$ cat src/rtl/countdown_timer_ctrl_if.sv
// Control/status bundle between the button logic, the countdown controller and the display driver.
// load and start_pause are single-cycle pulses sampled on clk; outputs are registered state views.
interface countdown_timer_ctrl_if;
    logic       load;
    logic       start_pause;
    logic [7:0] preset_min;
    logic [7:0] preset_sec;
    logic [7:0] min_out;
    logic [7:0] sec_out;
    logic       running;
    logic       done;
    logic [1:0] dbg_state;

    modport master (
        output load, start_pause, preset_min, preset_sec,
        input  min_out, sec_out, running, done, dbg_state
    );

    modport slave (
        input  load, start_pause, preset_min, preset_sec,
        output min_out, sec_out, running, done, dbg_state
    );
endinterface

$ cat src/rtl/countdown_timer_ctrl.sv
// MM:SS countdown controller: run/pause/done FSM, tick prescaler and a four-stage BCD borrow chain.
// The chain only moves on a prescaler tick while running and stops by entering DONE at 00:00.
module countdown_timer_ctrl #(
    parameter int TICK_DIV = 100000000
) (
    input  logic                    clk,
    input  logic                    rst_n,
    countdown_timer_ctrl_if.slave   io_tmr
);

    localparam int            PW   = $clog2(TICK_DIV);
    localparam logic [PW-1:0] PMAX = PW'(TICK_DIV - 1);

    typedef enum logic [1:0] {
        S_IDLE  = 2'd0,
        S_RUN   = 2'd1,
        S_PAUSE = 2'd2,
        S_DONE  = 2'd3
    } state_t;

    state_t        r_state;
    state_t        w_state_nxt;
    logic [PW-1:0] r_presc;
    logic [PW-1:0] w_presc_nxt;
    logic [3:0]    r_sec_o, r_sec_t, r_min_o, r_min_t;
    logic [3:0]    w_sec_o_nxt, w_sec_t_nxt, w_min_o_nxt, w_min_t_nxt;
    logic          w_tick;
    logic          w_zero;
    logic          w_one;
    logic          w_b0, w_b1, w_b2;

    function automatic logic [3:0] clamp_digit(input logic [3:0] v, input logic [3:0] lim);
        return (v > lim) ? lim : v;
    endfunction

    assign w_tick = (r_state == S_RUN) && (r_presc == PMAX);
    assign w_zero = (r_min_t == 4'd0) && (r_min_o == 4'd0) && (r_sec_t == 4'd0) && (r_sec_o == 4'd0);
    assign w_one  = (r_min_t == 4'd0) && (r_min_o == 4'd0) && (r_sec_t == 4'd0) && (r_sec_o == 4'd1);

    // Borrow ripples from seconds-ones upward; each stage only moves on its lower neighbour's borrow.
    assign w_b0 = (r_sec_o == 4'd0);
    assign w_b1 = w_b0 && (r_sec_t == 4'd0);
    assign w_b2 = w_b1 && (r_min_o == 4'd0);

    always_ff @(posedge clk or negedge rst_n) begin
        if (!rst_n) begin
            r_state <= S_IDLE;
            r_presc <= '0;
            r_sec_o <= 4'd0;
            r_sec_t <= 4'd0;
            r_min_o <= 4'd0;
            r_min_t <= 4'd0;
        end else begin
            r_state <= w_state_nxt;
            r_presc <= w_presc_nxt;
            r_sec_o <= w_sec_o_nxt;
            r_sec_t <= w_sec_t_nxt;
            r_min_o <= w_min_o_nxt;
            r_min_t <= w_min_t_nxt;
        end
    end

    always_comb begin
        w_state_nxt = r_state;
        w_presc_nxt = r_presc;
        if (io_tmr.load) begin
            w_state_nxt = S_IDLE;
            w_presc_nxt = '0;
        end else begin
            case (r_state)
                S_IDLE: begin
                    if (io_tmr.start_pause && !w_zero) begin
                        w_state_nxt = S_RUN;
                        w_presc_nxt = '0;
                    end
                end
                S_RUN: begin
                    w_presc_nxt = w_tick ? '0 : r_presc + PW'(1);
                    // Reaching 00:00 outranks a pause request in the same cycle.
                    if (w_tick && w_one) begin
                        w_state_nxt = S_DONE;
                    end else if (io_tmr.start_pause) begin
                        w_state_nxt = S_PAUSE;
                    end
                end
                S_PAUSE: begin
                    if (io_tmr.start_pause) begin
                        w_state_nxt = S_RUN;
                    end
                end
                default: begin
                    w_state_nxt = S_DONE;
                end
            endcase
        end
    end

    always_comb begin
        w_sec_o_nxt = r_sec_o;
        w_sec_t_nxt = r_sec_t;
        w_min_o_nxt = r_min_o;
        w_min_t_nxt = r_min_t;
        if (io_tmr.load) begin
            w_min_t_nxt = clamp_digit(io_tmr.preset_min[7:4], 4'd5);
            w_min_o_nxt = clamp_digit(io_tmr.preset_min[3:0], 4'd9);
            w_sec_t_nxt = clamp_digit(io_tmr.preset_sec[7:4], 4'd5);
            w_sec_o_nxt = clamp_digit(io_tmr.preset_sec[3:0], 4'd9);
        end else if (w_tick && !w_zero) begin
            w_sec_o_nxt = w_b0 ? 4'd9 : r_sec_o - 4'd1;
            if (w_b0) begin
                w_sec_t_nxt = (r_sec_t == 4'd0) ? 4'd5 : r_sec_t - 4'd1;
            end
            if (w_b1) begin
                w_min_o_nxt = (r_min_o == 4'd0) ? 4'd9 : r_min_o - 4'd1;
            end
            if (w_b2) begin
                w_min_t_nxt = (r_min_t == 4'd0) ? 4'd5 : r_min_t - 4'd1;
            end
        end
    end

    assign io_tmr.min_out   = {r_min_t, r_min_o};
    assign io_tmr.sec_out   = {r_sec_t, r_sec_o};
    assign io_tmr.running   = (r_state == S_RUN);
    assign io_tmr.done      = (r_state == S_DONE);
    assign io_tmr.dbg_state = r_state;

endmodule

$ cat src/flat_wrapper.sv
// flat-port wrapper written by rule: the top's interface ports become plain ports
module countdown_timer_ctrl_flat 
#(
    parameter int TICK_DIV = 100000000
)
  (clk, rst_n, io_tmr_load, io_tmr_start_pause, io_tmr_preset_min, io_tmr_preset_sec, io_tmr_min_out, io_tmr_sec_out, io_tmr_running, io_tmr_done, io_tmr_dbg_state);
  countdown_timer_ctrl_if io_tmr_i ();
  input  logic clk;
  input  logic rst_n;
  input wire logic [$bits(io_tmr_i.load)-1:0] io_tmr_load;
  input wire logic [$bits(io_tmr_i.start_pause)-1:0] io_tmr_start_pause;
  input wire logic [$bits(io_tmr_i.preset_min)-1:0] io_tmr_preset_min;
  input wire logic [$bits(io_tmr_i.preset_sec)-1:0] io_tmr_preset_sec;
  output wire logic [$bits(io_tmr_i.min_out)-1:0] io_tmr_min_out;
  output wire logic [$bits(io_tmr_i.sec_out)-1:0] io_tmr_sec_out;
  output wire logic [$bits(io_tmr_i.running)-1:0] io_tmr_running;
  output wire logic [$bits(io_tmr_i.done)-1:0] io_tmr_done;
  output wire logic [$bits(io_tmr_i.dbg_state)-1:0] io_tmr_dbg_state;
  assign io_tmr_i.load = io_tmr_load;
  assign io_tmr_i.start_pause = io_tmr_start_pause;
  assign io_tmr_i.preset_min = io_tmr_preset_min;
  assign io_tmr_i.preset_sec = io_tmr_preset_sec;
  assign io_tmr_min_out = io_tmr_i.min_out;
  assign io_tmr_sec_out = io_tmr_i.sec_out;
  assign io_tmr_running = io_tmr_i.running;
  assign io_tmr_done = io_tmr_i.done;
  assign io_tmr_dbg_state = io_tmr_i.dbg_state;
  countdown_timer_ctrl #(.TICK_DIV(TICK_DIV)) u_core (.clk(clk), .rst_n(rst_n), .io_tmr(io_tmr_i));
endmodule
$ cat config.mk
export PLATFORM = sky130hd
export DESIGN_NAME = countdown_timer_ctrl_flat
export DESIGN_NICKNAME = d
export VERILOG_FILES = /design/src/rtl/countdown_timer_ctrl_if.sv /design/src/rtl/countdown_timer_ctrl.sv /design/src/flat_wrapper.sv
export SDC_FILE = /design/constraint.sdc
export NUM_CORES = 1
export LEC_CHECK = 0
export CAP_MARGIN = 10
export CELL_PAD_IN_SITES_DETAIL_PLACEMENT = 0
export CELL_PAD_IN_SITES_GLOBAL_PLACEMENT = 1
export CORE_ASPECT_RATIO = 2
export CORE_UTILIZATION = 37
export CTS_CLUSTER_DIAMETER = 150
export CTS_CLUSTER_SIZE = 10
export DETAILED_ROUTE_END_ITERATION = 8
export GPL_TIMING_DRIVEN = 1
export PLACE_DENSITY_LB_ADDON = 0.1
export SLEW_MARGIN = 10
export SYNTH_ARGS = -nofsm -noshare
export SYNTH_HDL_FRONTEND = slang
export SYNTH_SLANG_ARGS = --single-unit
$ cat constraint.sdc
create_clock -name clk -period 2.15 [get_ports clk]
set_input_delay 0.43 -clock clk [delete_from_list [all_inputs] [get_ports clk]]
set_output_delay 0.43 -clock clk [all_outputs]
set_load 0.05 [all_outputs]
==> run_results.csv, run 1 <==
group,metric,value,unit
outcome,status,"finished with violations",
outcome,violations,"setup timing",
synthesis,synth_edf_count,0,
worst_setup_path,worstSetupStartpointType,"register",
drt,detail_route.wl_per_cell,17.14,um
placed_design,io_buffers,39,
cts,clk_pin_slew_worst_paths,0.06,ns
synthesis,synth_warnings,0,
drt,drtPass1Iterations,4,
grt,grtUsageMet1,21.69,%
hold_path,hold_path_class,"in2async",
sta,relSlewSlack,64.78,%
grt,met3_usage,2.656,%
floorplanning,die_w,62.84,um
floorplanning,die_area,7771,um^2
synthesis,synth_top_area_cell,"dfrtp_1",
drt,drc,0,
synthesis,yosysMostFrequentCell,"dfrtp_1",
sta,period_share,100.8,%
finish,n_antenna_cell,0,
sta,setup-tns-final,-0.01788,ns
placed_design,dpl.hpwl,6498,um
power_and_ir_drop,p_per_area,542.1,nW/um^2
grt,antenna_found_initial,0,
drt,drt_iter0_drc,124,
sta,period_needed,2.168,ns
worst_setup_path,cp_max_fo,5,
grt,globalRouteMet2Util,45.24,%
cts,cts-buffers-inserted,5,
drt,avgViaCountPerCell,5.906,
sta,clock_skew,0.004367,ns
synthesis,ys_seq_area_share,41.11,%
grt,grt_max_degree,27,
floorplanning,die_y,123.7,um
worst_setup_path,rr_worst_depth,7,
sta,grt_setup_unrepaired,"true",
drt,vias,2959,
sta,fmax,0.4613,GHz
grt,globalRouteOverflowTotal,0,
cts,holdBufCountCts,0,
worst_setup_path,crit_type,"reg2reg",
grt,grt_pass1_vias,2881,
synthesis,synth-seq-cells,45,
synthesis,ys_types,55,
power_and_ir_drop,ir_drop,0.0004439,V
floorplanning,core,7212,um^2
worst_setup_path,crit_arrival,2.34,ns
cts,htreeDepth,2,
sta,layout_setup_ws,-0.01788,ns
drt,ant_nets,0,
grt,busiest_layer,"met2",
finish,area_growth,40.93,%
drt,routed_wl,8587,um
synthesis,synth_top_area_share,41.11,%
synthesis,async_reset_ff_share,100.0,%
sta,finalSetupViolCount,1,
sta,final_max_slew_viol_count,0,
floorplanning,ios,40,
cts,clock_insertion_delay_worst_skew,0.29,ns
synthesis,syn_nets,334,
power_and_ir_drop,p_leak,1.479,nW
power_and_ir_drop,finalPower,0.002092,W
synthesis,syn_inst,313,
synthesis,synthTopCellsByArea,"dfrtp_1, a21oi_1, nand2_1, o21ai_0, o31ai_1",
synthesis,synth_common_cells,"dfrtp_1, nand2_1, a21oi_1",
sta,finalHoldViolations,0,
finish,nets,429,
synthesis,netlist_area,2739,um^2
cts,cts.path.max_buffers,2,
worst_setup_path,cp.required,2.32,ns
cts,root_buffer,"clkbuf_16",
grt,grt_usage,22.67,%
synthesis,ys.flop_type,"dfrtp_1",
worst_setup_path,critPathCaptureType,"register",
sta,worstMarginPinSlew,0.5149,ns
placed_design,gp_routability_congestion,0.8117,
cts,cts_sinks,45,
finish,drive_gt1_share,23.47,%
grt,grt_pass1_wl,13570,um
job,max_cap_viol_count,0,
floorplanning,start_util,37.98,%
floorplanning,placementRows,44,
cts,cts_tree,"yes",
worst_setup_path,r2r_setup_slack,-0.02,ns
synthesis,syn_area_per_cell,8.750,um^2
sequential cells by signal, indices dropped and copies added (netlist names):
name / cells
u_core.io_tmr.dbg_state: 2
u_core.r_min_o: 4
u_core.r_min_t: 4
u_core.r_presc: 27
u_core.r_sec_o: 4
u_core.r_sec_t: 4
layout by cell type (no fill, tap or decap), types with 4 or more instances in the layout:
master / instances
buf_4: 63
dfrtp_1: 42
clkdlybuf4s50_1: 36
nand2_1: 30
a21oi_1: 25
o21ai_0: 20
nor2_1: 16
nand3_1: 14
or3_1: 14
a31oi_1: 13
or4_1: 12
o31ai_1: 12
nor3_1: 10
nand4_1: 9
inv_1: 7
o211ai_1: 6
nor4_1: 5
and3_1: 5
clkbuf_16: 5
nor2b_1: 4
layout make-up:
cell class,instances,area [um^2]
Timing Repair Buffer,103,898.4
Clock buffer,8,136.4
Inverter,7,26.28
Fill cell,709,3352
Multi-Input combinational cell,246,1554
Sequential cell,45,1130
Tap cell,92,115.1
report_power, final:
group	leakage [nW]	switching (W)	total (W)	internal, W
sequential	0.589	0.0000296	0.000906	0.000877
clock	0.0652	0.000321	0.000754	0.000433
combinational	0.825	0.000259	0.000432	0.000174
total	1.48	0.000609	0.00209	0.00148
final timing paths:
check | from | end
max in group asynchronous | rst_n | u_core.r_presc[14]
hold / removal | rst_n | u_core.r_min_o[2]
min in group clk | u_core.r_presc[7] | u_core.r_presc[7]
setup / recovery | u_core.r_presc[0] | u_core.r_sec_o[1]
hold reg to reg | u_core.r_presc[7] | u_core.r_presc[7]
setup reg to reg | u_core.r_presc[0] | u_core.r_sec_o[1]
metal layers:
layer	wire, um	part of all wire (%)
met1	3131	36
met2	4824	56
met3	226	2.6
met4	404	4.7
met5	0	0
repair_timing:
item,4_1_cts,5_1_grt
hold endpoints to repair,0,0
endpoints found under the setup margin,4,7
resized for setup,2,7
setup buffers,0,1
gates cloned,0,1
pin swaps,0,1
metrics by stage:
stage | instance area [um^2] | util [%] | hold WS, ns | worst slack, ns | instances
final | 3860 | 53.52 | 0.1054 | -0.01788 | 501
after global routing | 3860 | 53.52 | 0.1409 | -0.1270 | 501
after CTS | 3816 | 52.91 | 0.1250 | -0.02741 | 499
after detailed placement | 3677 | 50.99 | 0.4309 | -0.09180 | 491
after global placement | 3677 | 50.99 | 0.4261 | -0.07231 | 491
after floorplan | 2766 | - | 0.1344 | -0.03818 | 313
logic make-up (layout without fill, tap and decap cells):
kind of cell / count (synthesis) / count (layout) / synth area share [%]
AND/OR/NAND/NOR: 145 / 146 / 30.06
AO/OA/AOI/OAI: 95 / 95 / 22.84
flip-flops: 45 / 45 / 41.11
buffers and inverters: 23 / 118 / 4.066
multiplexers: 3 / 3 / 1.142
adder cells (fa/ha/maj): 1 / 1 / 0.4568
XOR/XNOR: 1 / 1 / 0.3198
critical path, stage by stage, from the launching register on:
cell     delay (ns)
dfrtp_1        0.35
ha_2           0.18
and4_4         0.24
nand2_2        0.08
or4_4          0.57
buf_4          0.16
o211a_1        0.20
a221o_1        0.26
No activity file was read; power rests on OpenSTA's default activity.
==> inputs of run 2 (changes only) <==
--- a/config.mk
+++ b/config.mk
@@ -5,7 +5,6 @@
 export SDC_FILE = /design/constraint.sdc
 export NUM_CORES = 1
 export LEC_CHECK = 0
-export CAP_MARGIN = 10
 export CELL_PAD_IN_SITES_DETAIL_PLACEMENT = 0
 export CELL_PAD_IN_SITES_GLOBAL_PLACEMENT = 1
 export CORE_ASPECT_RATIO = 2
@@ -15,7 +14,7 @@
 export DETAILED_ROUTE_END_ITERATION = 8
 export GPL_TIMING_DRIVEN = 1
 export PLACE_DENSITY_LB_ADDON = 0.1
-export SLEW_MARGIN = 10
+export SETUP_SLACK_MARGIN = 0.05
 export SYNTH_ARGS = -nofsm -noshare
 export SYNTH_HDL_FRONTEND = slang
 export SYNTH_SLANG_ARGS = --single-unit
==> run 2 against run 1 <==
  * The flow still finishes with violations (setup timing)
  * Global-route usage up 1.9 points
  * Critical path type unchanged
  * Critical endpoint unchanged
  * Largest cell class unchanged
  * Wire length rose by 4.4%
  * Count of clock-buffer cells in the layout is 1 lower
  * Sequential cell count stayed put
  * Critical path depth is 1 lower
  * Combinational power hardly changed
==> run_results.csv, run 2 (synthesized netlist as in run 1, its figures left out) <==
group,metric,value,unit
worst_setup_path,cp_max_fo,5,
sta,finalSetupViolCount,21,
worst_setup_path,crit_arrival,2.36,ns
finish,final_cell_mix,"buf_4, dfrtp_1, clkdlybuf4s50_1",
sta,layout_setup_ws,-0.03822,ns
drt,vias,2907,
worst_setup_path,r2r_setup_slack,-0.04,ns
grt,globalRouteOverflowTotal,0,
finish,layout.cells.non_filler,506,
power_and_ir_drop,finalPower,0.002123,W
finish,fill_cells,676,
job,max_cap_viol_count,0,
sta,final_max_slew_viol_count,0,
placed_design,dpl.hpwl,6685,um
drt,drtPass1Iterations,4,
floorplanning,placementRows,44,
finish,drive_gt1_share,24.88,%
finish,area_growth,44.54,%
worst_setup_path,crit_type,"reg2reg",
drt,avgViaCountPerCell,5.745,
sta,clock_skew,0.003831,ns
placed_design,io_buffers,39,
power_and_ir_drop,p_per_area,536.3,nW/um^2
outcome,violations,"setup timing",
sta,relSlewSlack,66.26,%
finish,largest_register_ffs,27,
sta,period_needed,2.188,ns
finish,layout.cells.most_common,"buf_4",
power_and_ir_drop,p_leak,1.556,nW
sta,grt_setup_unrepaired,"true",
drt,routed_wl,8965,um
drt,drc,0,
floorplanning,die_y,123.7,um
floorplanning,core,7212,um^2
finish,max_flop_register,"u_core.r_presc",
floorplanning,start_util,37.98,%
grt,grt_pass1_wl,14390,um
sta,setup-tns-final,-0.6434,ns
outcome,status,"finished with violations",
cts,root_buffer,"clkbuf_16",
sta,worstMarginPinSlew,0.5053,ns
placed_design,place_ws,-0.1616,ns
hold_path,hold_path_class,"in2async",
worst_setup_path,rr_worst_depth,6,
grt,grt_max_degree,43,
cts,cts_sinks,45,
sta,fmax,0.4570,GHz
cts,clk_pin_slew_worst_paths,0.06,ns
finish,nets,435,
grt,antenna_found_initial,0,
floorplanning,die_area,7771,um^2
power_and_ir_drop,ir_drop,0.0003894,V
grt,grt_usage,24.53,%
grt,grt_pass1_vias,2868,
cts,cts.path.max_buffers,2,
cts,clock_insertion_delay_worst_skew,0.29,ns
drt,ant_nets,0,
cts,htreeDepth,2,
placed_design,gp_routability_congestion,0.8203,
drt,detail_route.wl_per_cell,17.72,um
worst_setup_path,cp.required,2.32,ns
worst_setup_path,critPathCaptureType,"register",
worst_setup_path,worstSetupStartpointType,"register",
drt,drt_iter0_drc,162,
sta,period_share,101.8,%
sta,finalHoldViolations,0,
floorplanning,die_w,62.84,um
finish,n_antenna_cell,0,
floorplanning,ios,40,
cts,cts-buffers-inserted,5,
cts,cts_tree,"yes",
placed_design,dp.cells,493,
## run 2: cell types whose count changed in the layout (fill, tap and decap cells not counted), sizes merged
cell,change
clkbuf,-1
dlygate4sd3,+1
buf,+5
dlymetal6s2s,+1
clkdlybuf4s50,-1
## run 2: where the power goes
| part | leakage [nW] | total, W | internal [W] | switching, W |
|---|---|---|---|---|
| clock | 0.0700 | 0.000779 | 0.000457 | 0.000322 |
| sequential | 0.589 | 0.000915 | 0.000877 | 0.0000382 |
| combinational | 0.897 | 0.000429 | 0.000172 | 0.000257 |
## run 2: worst paths after layout
check / from / endpoint
worst max-delay path: u_core.r_presc[11] / u_core.r_sec_o[1]
worst min-delay path: rst_n / u_core.r_sec_t[3]
worst max register to register: u_core.r_presc[11] / u_core.r_sec_o[1]
worst min register to register: u_core.r_presc[7] / u_core.r_presc[7]
max in group asynchronous: rst_n / u_core.io_tmr.dbg_state[0]
min in group clk: u_core.r_presc[7] / u_core.r_presc[7]
## run 2: cell type report
class | instances | area (um^2) | area share [%]
Inverter | 7 | 26.28 | 0.6637
Sequential cell | 45 | 1130 | 28.54
Clock buffer | 7 | 142.6 | 3.603
Multi-Input combinational cell | 246 | 1594 | 40.27
Tap cell | 92 | 115.1 | 2.908
Timing Repair Buffer | 109 | 950.9 | 24.02
## run 2: routing by layer
metal / vias up / part of all wire (%) / global-route usage (%)
met4: 0 / 3.3 / 13.08
met3: 16 / 2.1 / 3.114
met2: 62 / 58 / 49.32
met1: 1408 / 36 / 23.55
li1: 1421 / - / -
met5: - / 0 / 0
## run 2: per-stage QoR
step / hold slack [ns] / utilization (%) / area (um^2)
global route: 0.4955 / 54.89 / 3959
detailed placement: 0.2482 / 51.09 / 3685
global placement: 0.2480 / 51.09 / 3685
CTS: 0.4842 / 53.76 / 3877
finish: 0.4805 / 54.89 / 3959
floorplan: 0.1344 / - / 2778
## run 2: what timing repair did
action / CTS / global route
hold endpoints to repair: 3 / 0
resized for setup: 5 / 15
pin swaps: 2 / 9
hold buffers: 1 / 0
gates cloned: 1 / 0
endpoints found under the setup margin: 5 / 36
buffers inserted: 2 / 3
## run 2: critical path: stages, from the launching register on
cell	delay, ns
dfrtp_1	0.40
nor4bb_1	0.35
nand4_1	0.21
or4_4	0.51
buf_6	0.15
o211a_1	0.20
a221o_1	0.25
